$ cat config.mk
export PLATFORM = sky130hd
export DESIGN_NAME = rr_bus_scheduler_flat
export DESIGN_NICKNAME = d
export VERILOG_FILES = /design/src/rtl/rr_bus_scheduler_pkg.sv /design/src/rtl/rr_bus_scheduler_if.sv /design/src/rtl/rr_bus_scheduler_picker.sv /design/src/rtl/rr_bus_scheduler.sv /design/src/flat_wrapper.sv
export SDC_FILE = /design/constraint.sdc
export NUM_CORES = 1
export LEC_CHECK = 0
export ABC_AREA = 0
export BUFFER_PORTS_ARGS = -buffer_cell sky130_fd_sc_hd__buf_2
export CORE_AREA = 2 2 57 86
export DETAILED_ROUTE_END_ITERATION = 12
export DIE_AREA = 0 0 59 88
export GPL_ROUTABILITY_DRIVEN = 0
export GPL_TIMING_DRIVEN = 0
export PLACE_DENSITY = 0.67
export RECOVER_POWER = 50
export SYNTH_ARGS = -nofsm -noshare
export SYNTH_HDL_FRONTEND = slang
export SYNTH_SLANG_ARGS = --single-unit
$ cat constraint.sdc
create_clock -name clk -period 3.4 [get_ports clk]
set_input_delay 0.85 -clock clk [delete_from_list [all_inputs] [get_ports clk]]
set_output_delay 0.85 -clock clk [all_outputs]
set_load 0.05 [all_outputs]
$ cat src/rtl/rr_bus_scheduler_pkg.sv
// Shared types and helpers for the round-robin bus scheduler:
// FSM state encoding and the {slave_id, master_id} bus_state word packing.
package bus_sched_pkg;

    typedef enum logic [2:0] {
        IDLE,
        GRANT,
        BUSY,
        PREEMPT,
        RELEASE
    } sched_state_t;

    localparam int ID_MAX_W = 16;
    localparam logic [ID_MAX_W-1:0] NO_SLAVE_ID = '0;

    // Ids are passed zero-extended to ID_MAX_W; callers cast the result to the real bus_state width.
    function automatic logic [2*ID_MAX_W-1:0] pack_bus_state(
        input logic [ID_MAX_W-1:0] slave_id,
        input logic [ID_MAX_W-1:0] master_id,
        input int                  m_w
    );
        logic [2*ID_MAX_W-1:0] s_ext;
        logic [2*ID_MAX_W-1:0] m_ext;
        s_ext = {{ID_MAX_W{1'b0}}, slave_id};
        m_ext = {{ID_MAX_W{1'b0}}, master_id};
        return (s_ext << m_w) | m_ext;
    endfunction

    function automatic logic [ID_MAX_W-1:0] bus_state_master(
        input logic [2*ID_MAX_W-1:0] bs,
        input int                    m_w
    );
        logic [2*ID_MAX_W-1:0] mask;
        mask = (2*ID_MAX_W)'((64'd1 << m_w) - 64'd1);
        return ID_MAX_W'(bs & mask);
    endfunction

    function automatic logic [ID_MAX_W-1:0] bus_state_slave(
        input logic [2*ID_MAX_W-1:0] bs,
        input int                    m_w
    );
        return ID_MAX_W'(bs >> m_w);
    endfunction

endpackage

$ cat src/rtl/rr_bus_scheduler_if.sv
// Request/grant bundle between the per-master port decoders, the scheduler and the bus muxes.
// The scheduler uses the slave modport; the requesting side uses master.
interface rr_bus_scheduler_if #(
    parameter int NO_MASTERS = 2,
    parameter int NO_SLAVES  = 3,
    parameter int S_ID_WIDTH = $clog2(NO_SLAVES + 1),
    parameter int M_ID_WIDTH = $clog2(NO_MASTERS)
);

    logic [0:NO_MASTERS-1]              req;
    logic [S_ID_WIDTH-1:0]              req_slave [0:NO_MASTERS-1];
    logic [0:NO_MASTERS-1]              done;
    logic                               ready;
    logic [0:NO_MASTERS-1]              grant;
    logic [0:NO_MASTERS-1]              preempt;
    logic [S_ID_WIDTH+M_ID_WIDTH-1:0]   bus_state;
    logic                               busy;

    modport slave (
        input  req, req_slave, done, ready,
        output grant, preempt, bus_state, busy
    );

    modport master (
        output req, req_slave, done, ready,
        input  grant, preempt, bus_state, busy
    );

endinterface

$ cat src/rtl/rr_bus_scheduler_picker.sv
// Round-robin search: first set bit of valid at or after ptr, wrapping modulo NO_MASTERS.
module rr_picker
    import bus_sched_pkg::*;
#(
    parameter int NO_MASTERS = 2,
    parameter int M_ID_WIDTH = $clog2(NO_MASTERS)
) (
    input  logic [0:NO_MASTERS-1]   valid,
    input  logic [M_ID_WIDTH-1:0]   ptr,
    output logic [M_ID_WIDTH-1:0]   idx,
    output logic                    found
);

    logic [M_ID_WIDTH-1:0] cand;

    always_comb begin
        idx   = '0;
        found = 1'b0;
        cand  = '0;
        for (int i = 0; i < NO_MASTERS; i++) begin
            cand = M_ID_WIDTH'((int'(ptr) + i) % NO_MASTERS);
            if (!found && valid[cand]) begin
                found = 1'b1;
                idx   = cand;
            end
        end
    end

endmodule

$ cat src/rtl/rr_bus_scheduler.sv
// Round-robin bus-ownership scheduler: grants one master at a time, latches its target
// slave, and raises preempt after THRESH contended cycles of ownership.
module rr_bus_scheduler
    import bus_sched_pkg::*;
#(
    parameter int NO_MASTERS = 2,
    parameter int NO_SLAVES  = 3,
    parameter int THRESH     = 10000000,
    parameter int S_ID_WIDTH = $clog2(NO_SLAVES + 1),
    parameter int M_ID_WIDTH = $clog2(NO_MASTERS)
) (
    input  logic              clk,
    input  logic              rstN,
    rr_bus_scheduler_if.slave bus
);

    localparam int BS_W    = S_ID_WIDTH + M_ID_WIDTH;
    localparam int TIMER_W = $clog2(THRESH + 1);
    localparam logic [TIMER_W-1:0]    TIMER_MAX  = TIMER_W'(THRESH);
    localparam logic [TIMER_W-1:0]    TIMER_LAST = TIMER_W'(THRESH - 1);
    localparam logic [M_ID_WIDTH-1:0] LAST_M     = M_ID_WIDTH'(NO_MASTERS - 1);
    localparam logic [S_ID_WIDTH-1:0] MAX_SLAVE  = S_ID_WIDTH'(NO_SLAVES);

    sched_state_t          state_q, state_d;
    logic [M_ID_WIDTH-1:0] ptr_q, ptr_d;
    logic [M_ID_WIDTH-1:0] owner_q, owner_d;
    logic [S_ID_WIDTH-1:0] slave_q, slave_d;
    logic [TIMER_W-1:0]    timer_q, timer_d;

    logic [0:NO_MASTERS-1] grant_q, grant_d;
    logic [0:NO_MASTERS-1] preempt_q, preempt_d;
    logic [BS_W-1:0]       bus_state_q, bus_state_d;
    logic                  busy_q, busy_d;

    logic [0:NO_MASTERS-1] valid_req;
    logic [0:NO_MASTERS-1] others;
    logic                  contended;
    logic                  owner_done;
    logic [M_ID_WIDTH-1:0] pick_idx;
    logic                  pick_found;

    always_comb begin
        valid_req = '0;
        for (int m = 0; m < NO_MASTERS; m++) begin
            valid_req[m] = bus.req[m]
                        && (bus.req_slave[m] != S_ID_WIDTH'(NO_SLAVE_ID))
                        && (bus.req_slave[m] <= MAX_SLAVE);
        end
    end

    // The owner's own request never counts as contention.
    always_comb begin
        others          = valid_req;
        others[owner_q] = 1'b0;
    end

    assign contended  = |others;
    assign owner_done = bus.done[owner_q] || !bus.req[owner_q];

    rr_picker #(
        .NO_MASTERS (NO_MASTERS),
        .M_ID_WIDTH (M_ID_WIDTH)
    ) u_picker (
        .valid (valid_req),
        .ptr   (ptr_q),
        .idx   (pick_idx),
        .found (pick_found)
    );

    always_comb begin
        state_d     = state_q;
        ptr_d       = ptr_q;
        owner_d     = owner_q;
        slave_d     = slave_q;
        timer_d     = timer_q;
        grant_d     = '0;
        preempt_d   = '0;
        bus_state_d = '0;
        busy_d      = 1'b0;

        case (state_q)
            IDLE: begin
                timer_d = '0;
                if (pick_found) begin
                    owner_d = pick_idx;
                    slave_d = bus.req_slave[pick_idx];
                    state_d = GRANT;
                end
            end
            GRANT: begin
                if (owner_done)     state_d = RELEASE;
                else if (bus.ready) state_d = BUSY;
            end
            BUSY: begin
                // A finishing owner beats a same-cycle timeout.
                if (owner_done)                  state_d = RELEASE;
                else if (timer_q == TIMER_LAST)  state_d = PREEMPT;
                else if (contended && timer_q != TIMER_MAX) timer_d = timer_q + 1'b1;
            end
            PREEMPT: begin
                if (owner_done) state_d = RELEASE;
            end
            RELEASE: begin
                timer_d = '0;
                ptr_d   = (owner_q == LAST_M) ? '0 : owner_q + 1'b1;
                state_d = IDLE;
            end
            default: state_d = IDLE;
        endcase

        // Outputs are decoded from the next state so they register in step with it.
        if (state_d == GRANT || state_d == BUSY || state_d == PREEMPT) begin
            grant_d[owner_d] = 1'b1;
            busy_d           = 1'b1;
            bus_state_d      = BS_W'(pack_bus_state(16'(slave_d), 16'(owner_d), M_ID_WIDTH));
        end
        if (state_d == PREEMPT) preempt_d[owner_d] = 1'b1;
    end

    always_ff @(posedge clk or negedge rstN) begin
        if (!rstN) begin
            state_q     <= IDLE;
            ptr_q       <= '0;
            timer_q     <= '0;
            grant_q     <= '0;
            preempt_q   <= '0;
            bus_state_q <= '0;
            busy_q      <= 1'b0;
        end else begin
            state_q     <= state_d;
            ptr_q       <= ptr_d;
            timer_q     <= timer_d;
            grant_q     <= grant_d;
            preempt_q   <= preempt_d;
            bus_state_q <= bus_state_d;
            busy_q      <= busy_d;
        end
    end

    always_ff @(posedge clk) begin
        owner_q <= owner_d;
        slave_q <= slave_d;
    end

    assign bus.grant     = grant_q;
    assign bus.preempt   = preempt_q;
    assign bus.bus_state = bus_state_q;
    assign bus.busy      = busy_q;

endmodule
$ cat src/flat_wrapper.sv
// flat-port wrapper written by rule: the top's interface ports become plain ports
module rr_bus_scheduler_flat import bus_sched_pkg::*;
#(
    parameter int NO_MASTERS = 2,
    parameter int NO_SLAVES  = 3,
    parameter int THRESH     = 10000000,
    parameter int S_ID_WIDTH = $clog2(NO_SLAVES + 1),
    parameter int M_ID_WIDTH = $clog2(NO_MASTERS)
)
  (clk, rstN, bus_req, bus_req_slave, bus_done, bus_ready, bus_grant, bus_preempt, bus_bus_state, bus_busy);
  rr_bus_scheduler_if #(.NO_MASTERS(NO_MASTERS), .NO_SLAVES(NO_SLAVES), .S_ID_WIDTH(S_ID_WIDTH), .M_ID_WIDTH(M_ID_WIDTH)) bus_i ();
  input  logic clk;
  input  logic rstN;
  input wire logic [$bits(bus_i.req)-1:0] bus_req;
  input wire logic [$bits(bus_i.req_slave)-1:0] bus_req_slave;
  input wire logic [$bits(bus_i.done)-1:0] bus_done;
  input wire logic [$bits(bus_i.ready)-1:0] bus_ready;
  output wire logic [$bits(bus_i.grant)-1:0] bus_grant;
  output wire logic [$bits(bus_i.preempt)-1:0] bus_preempt;
  output wire logic [$bits(bus_i.bus_state)-1:0] bus_bus_state;
  output wire logic [$bits(bus_i.busy)-1:0] bus_busy;
  assign bus_i.req = bus_req;
  assign bus_i.req_slave = {>>{bus_req_slave}};
  assign bus_i.done = bus_done;
  assign bus_i.ready = bus_ready;
  assign bus_grant = bus_i.grant;
  assign bus_preempt = bus_i.preempt;
  assign bus_bus_state = bus_i.bus_state;
  assign bus_busy = bus_i.busy;
  rr_bus_scheduler #(.NO_MASTERS(NO_MASTERS), .NO_SLAVES(NO_SLAVES), .THRESH(THRESH), .S_ID_WIDTH(S_ID_WIDTH), .M_ID_WIDTH(M_ID_WIDTH)) u_core (.clk(clk), .rstN(rstN), .bus(bus_i));
endmodule
==> Word-level counts from Yosys, hierarchy flattened <==
Index checks and enable logic that the tools add are counted.
W data, S select, Z words.
{ "classes": {"add_sub_neg": 3, "n_mul": 0, "div": 0, "order_cmp": 9, "n_eq_ne": 12, "shifts": 0, "mux": 43, "bitwise_logic": 8, "n_reduce_logical": 20} }
{ "ops": {"columns": ["operator", "count"], "rows": [
  ["$mux W24", 3],
  ["$pmux W24 S2", 1],
  ["$add A24 B1 Y24 const B", 1],
  ["$eq A24 B24 Y1 const B", 1],
  ["$ne A24 B24 Y1 const B", 1],
  ["$mux W1", 22],
  ["$mux W3", 7],
  ["$mux W2", 7],
  ["$eq A3 B2 Y1 const B", 4],
  ["$pmux W3 S4", 1],
  ["$ge A2 B2 Y1 const B", 5],
  ["$not A1 Y2", 5],
  ["$logic_and A1 B1 Y1", 8],
  ["$eq A3 B1 Y1 const B", 2],
  ["$reduce_bool A2 Y1", 3],
  ["$le A2 B2 Y1 const B", 2],
  ["$lt A2 B1 Y1 const B", 2],
  ["$ne A2 B2 Y1 const B", 2],
  ["$reduce_and A4 Y1", 1],
  ["$reduce_or A2 Y1", 2],
  ["$eq A3 B3 Y1 const B", 1],
  ["$logic_not A3 Y1", 1],
  ["$logic_or A1 B1 Y1", 3],
  ["$or A3 B1 Y3", 1],
  ["other kinds (6)", 9]
]} }
{ "word_totals": {"ff_bits": 39, "latchBits": 0, "ramBits": 0, "mem_bits_ro": 0, "in_bits": 11, "out_inout_bits": 8, "wordCells": 104, "n_memories": 0} }

==> Depth between registers and ports, before layout <==
{ "logic_depth": {"depth_word": 18, "mapped_depth": 9, "ltp_nobuf": 7} }

==> Cells and area by module <==
A second synthesis with hierarchy kept.
{ "hier_totals": {"hier_cells": 215, "hier_area_um2": 2070.7} }
{ "by_module_without_submodules": {"columns": ["mod", "instances", "cells_each", "area_per_inst_um2", "seq_area_each_um2"], "rows": [
  ["rr_bus_scheduler", 1, 212, 2053.2, 935.9],
  ["rr_picker", 1, 3, 17.5, 0.0]
]} }

==> Worst setup path before layout <==
Ideal clock, no wire load.
{ "synth_path": {"kind": "input -> register", "startpoint": "input bus_done[1]", "endpoint": "register u_core.timer_q[6]", "setup_ps": 78, "arrival_time_ps": 2095, "required_ps": 3322, "path_slack_ps": 1227, "cell_stages": 6, "n_path_buf": 1, "path_cell_list": "nor4b_2 o21a_4 nand2_4 buf_6 or4_1 a21oi_1"} }
{ "synth_between": {"elab_chain_len": 6} }
{ "synth_rtl": {"columns": ["item", "line", "source"], "rows": [
  ["start, declared", "flat_wrapper.sv:16", "input wire logic [$bits(bus_i.done)-1:0] bus_done;"],
  ["$mux W1 (not written as such) (3 in a row)", "rr_bus_scheduler.sv:58", "assign owner_done = bus.done[owner_q] || !bus.req[owner_q];"],
  ["$logic_or A1 B1 Y1", "rr_bus_scheduler.sv:58", null],
  ["$ne A2 B2 Y1 (no source line)", null, null],
  ["$reduce_and A4 Y1 (no source line)", null, null],
  ["end signal, assigned", "rr_bus_scheduler.sv:132", "timer_q <= timer_d;"],
  ["end, declared", "rr_bus_scheduler.sv:28", "logic [TIMER_W-1:0] timer_q, timer_d;"]
]} }
No other way between the ends. The select of a mux whose other input is x is not followed.
A chain may end at the register's enable or synchronous reset.

==> Worst setup path in the final report <==
{ "layout_path": {"startpoint": "input bus_done[1]", "endpoint": "register u_core.timer_q[12]"} }
Same word-level chain as after synthesis.

==> results.ini <==
[critical_path]
crit_path_end_kind = flop
worst-setup-path-type = in2reg
critPathRequiredTime_ns = 3.56
reg2regPathDepth = 7
worstReg2RegStart = u_core.timer_q[8]$_DFFE_PN0P_
critPathLaunchType = input port
cp.arrival_ns = 2.53
ff2ff_setup_slack_ns = 1.18
critPathMaxFanout = 10
r2r-end = u_core.timer_q[1]$_DFFE_PN0P_

[sta]
whs_ns = 0.4997
period_needed_ns = 2.372
setup_viol_count_final = 0
hold_viol = 0
rsz0062_at_grt = false
worst_slew_pin_slew_ns = 1.922
post-route-period-util = 0.6977
maxSlewViolCount = 36
fin_skew_ns = 0.005419
max_slew_margin = -0.2812
fmax_ghz = 0.4215
fin_tns_setup_ns = 0

[routing]
routedWlPerCell_um = 17.67
first_pass_iters = 4
top_layer = met4
num_vias = 1884
drt_iter0_drc = 43
antenna_left = 0
met1Wirelength_um = 2144
drc = 0
totalWireLength_um = 5373
vias_per_cell = 6.197
met2_length_um = 2816
wl_met3_um = 180

[yosys]
ys_types = 45
ys_seq_area_frac = 0.4372
synth_area_um2 = 2141
yosys_warnings = 0
syn_area_per_cell_um2 = 9.308
yosysTopAreaCellShare = 0.4091
synth-seq-cells = 38
ys_dominant_reg_cell = dfrtp_1
synth_edf_count = 0
synth-async-reset-ratio = 0.9211
netlist_top_cells_count = dfrtp_1 (35), nand2_1 (18), a21oi_1 (17)
synth.most_common_cell = dfrtp_1
synth_cells = 230
yosysTopAreaCell = dfrtp_1
syn_nets = 243
netlist_top_cells_area = dfrtp_1 (41%), or4_1 (4.6%), o31ai_1 (4.2%), a21oi_1 (4.0%), nand3_1 (3.7%)

[clocking]
post_cts_buffers = 0
cts_root_buf = clkbuf_8
cts_buffers = 5
clockBufferDepth = 2
cts_hold_buf = 0
cts_tree = yes
post_cts_resized = 0
worstSkewPairLatency_ns = 0.30
path_clk_slew_ns = 0.08
clock-sinks = 38
cts_max_level = 2

[power_and_ir_drop]
p_leak_uw = 0.0009876
power.total_uw = 1493
ir_drop_mv = 0.5007
power_per_cell_area_nw_per_um2 = 617.4

[run_status]
status = finished with violations
violations = capacitance limit, slew limit

[placed_design]
numPortBuffers = 18
place_area_um2 = 2291
place_hpwl_um = 3935

[global_routing]
antenna_found_initial = 0
grt_pass1_wl_um = 9197
grt_max_degree = 36
overflow = 0
grt_pass1_vias = 1937
grt_use_total = 0.2345

[final_layout]
post-route-cell-area_um2 = 2419
final_layout_size_suffix_gt1_frac = 0.1328
finalNetCount = 268
antenna_cells = 0
syn2layout_area_growth_pct = 12.97
fin_util = 0.5460

[min_path]
hp-start = u_core.slave_q[1]$_DFF_P_
min_path_type = reg2reg
hold_depth = 2
worst_hold_path.endpoint = u_core.slave_q[1]$_DFF_P_

[die]
rows = 30
dieArea_um2 = 5192
start_util = 0.4833
boundaryPins = 19
fp.dieH_um = 88
coreArea_um2 = 4429
dieWidth_um = 59

[job]
cap_violations = 1

routing by layer:
layer | global-route usage | vias to the layer above
li1 | - | 915
met1 | 0.2582 | 899
met5 | 0 | -
met4 | 0.1405 | 0
met2 | 0.4081 | 47
met3 | 0.04431 | 23
placed cells by master, fill, tap and decap left out, types with 6 or more instances in the layout:
cell type,n
a21oi_1,17
and2_1,6
and3_1,6
buf_2,15
clkbuf_1,10
dfrtp_1,35
inv_1,7
mux2i_1,7
nand2_1,18
nand3_1,16
nand4_1,9
nor2_1,15
o21ai_0,6
o31ai_1,12
or4_1,13
kinds of logic (layout without fill, tap and decap cells):
| family | Yosys count | in the layout | share of synthesized area |
|---|---|---|---|
| buf+inv | 18 | 44 | 0.04033 |
| mux | 7 | 7 | 0.03273 |
| flops | 38 | 38 | 0.4372 |
| fa+ha+maj | 2 | 2 | 0.01169 |
| compound gates | 52 | 52 | 0.1672 |
| simple gates | 113 | 113 | 0.3109 |
report_power, final:
group	switching [µW]	total (µW)	internal [µW]	leakage, µW
Clock	174	469	294	0.0000683
Sequential	49.7	566	516	0.000504
Combinational	330	459	129	0.000415
how the worst max path moves through the flow:
stage	from	endpoint	slack, ns	cells after the start
after floorplan	bus_done[1]	u_core.timer_q[6]$_DFFE_PN0P_	1.23	6
after global placement	bus_req[0]	u_core.timer_q[1]$_DFFE_PN0P_	0.82	8
after detailed placement	bus_req[0]	u_core.timer_q[1]$_DFFE_PN0P_	0.82	8
after CTS	bus_req[0]	u_core.timer_q[1]$_DFFE_PN0P_	1.12	8
after global routing	rstN	u_core.timer_q[15]$_DFFE_PN0P_	0.81	1
final	bus_done[1]	u_core.timer_q[12]$_DFFE_PN0P_	1.03	8
cell type report:
class                   instances  area (µm²)
plain buffers                  11       60.06
well taps                      48       60.06
flip-flops and latches         38       935.9
clock buffers                   5       68.82
repair buffers                 18       86.33
multi-input cells             174        1112
fillers                       433        2011
clock inverters                 3       68.82
inverters                       7       26.28
critical path: stages:
cell and delay [ns]:
buf_2 0.10, nor4b_1 0.44, o21a_4 0.24, nand2_4 0.10
buf_6 0.16, clkbuf_1 0.23, o31ai_1 0.30, a21oi_1 0.09
sequential cells by signal (all words and copies together), names as in the netlist:
name,flops
u_core.bus.bus_state,2
u_core.bus.busy,1
u_core.bus.grant,2
u_core.bus.preempt,2
u_core.owner_q,1
u_core.ptr_q,1
u_core.slave_q,2
u_core.state_q,3
u_core.timer_q,24
metrics by stage:
step                cells  setup WS [ns]
finish                304          1.028
global placement      296         0.8210
detailed placement    296         0.8232
CTS                   304          1.117
floorplan             230          1.227
global route          304         0.8076
Note: power is estimated with default switching activity, not from simulation.
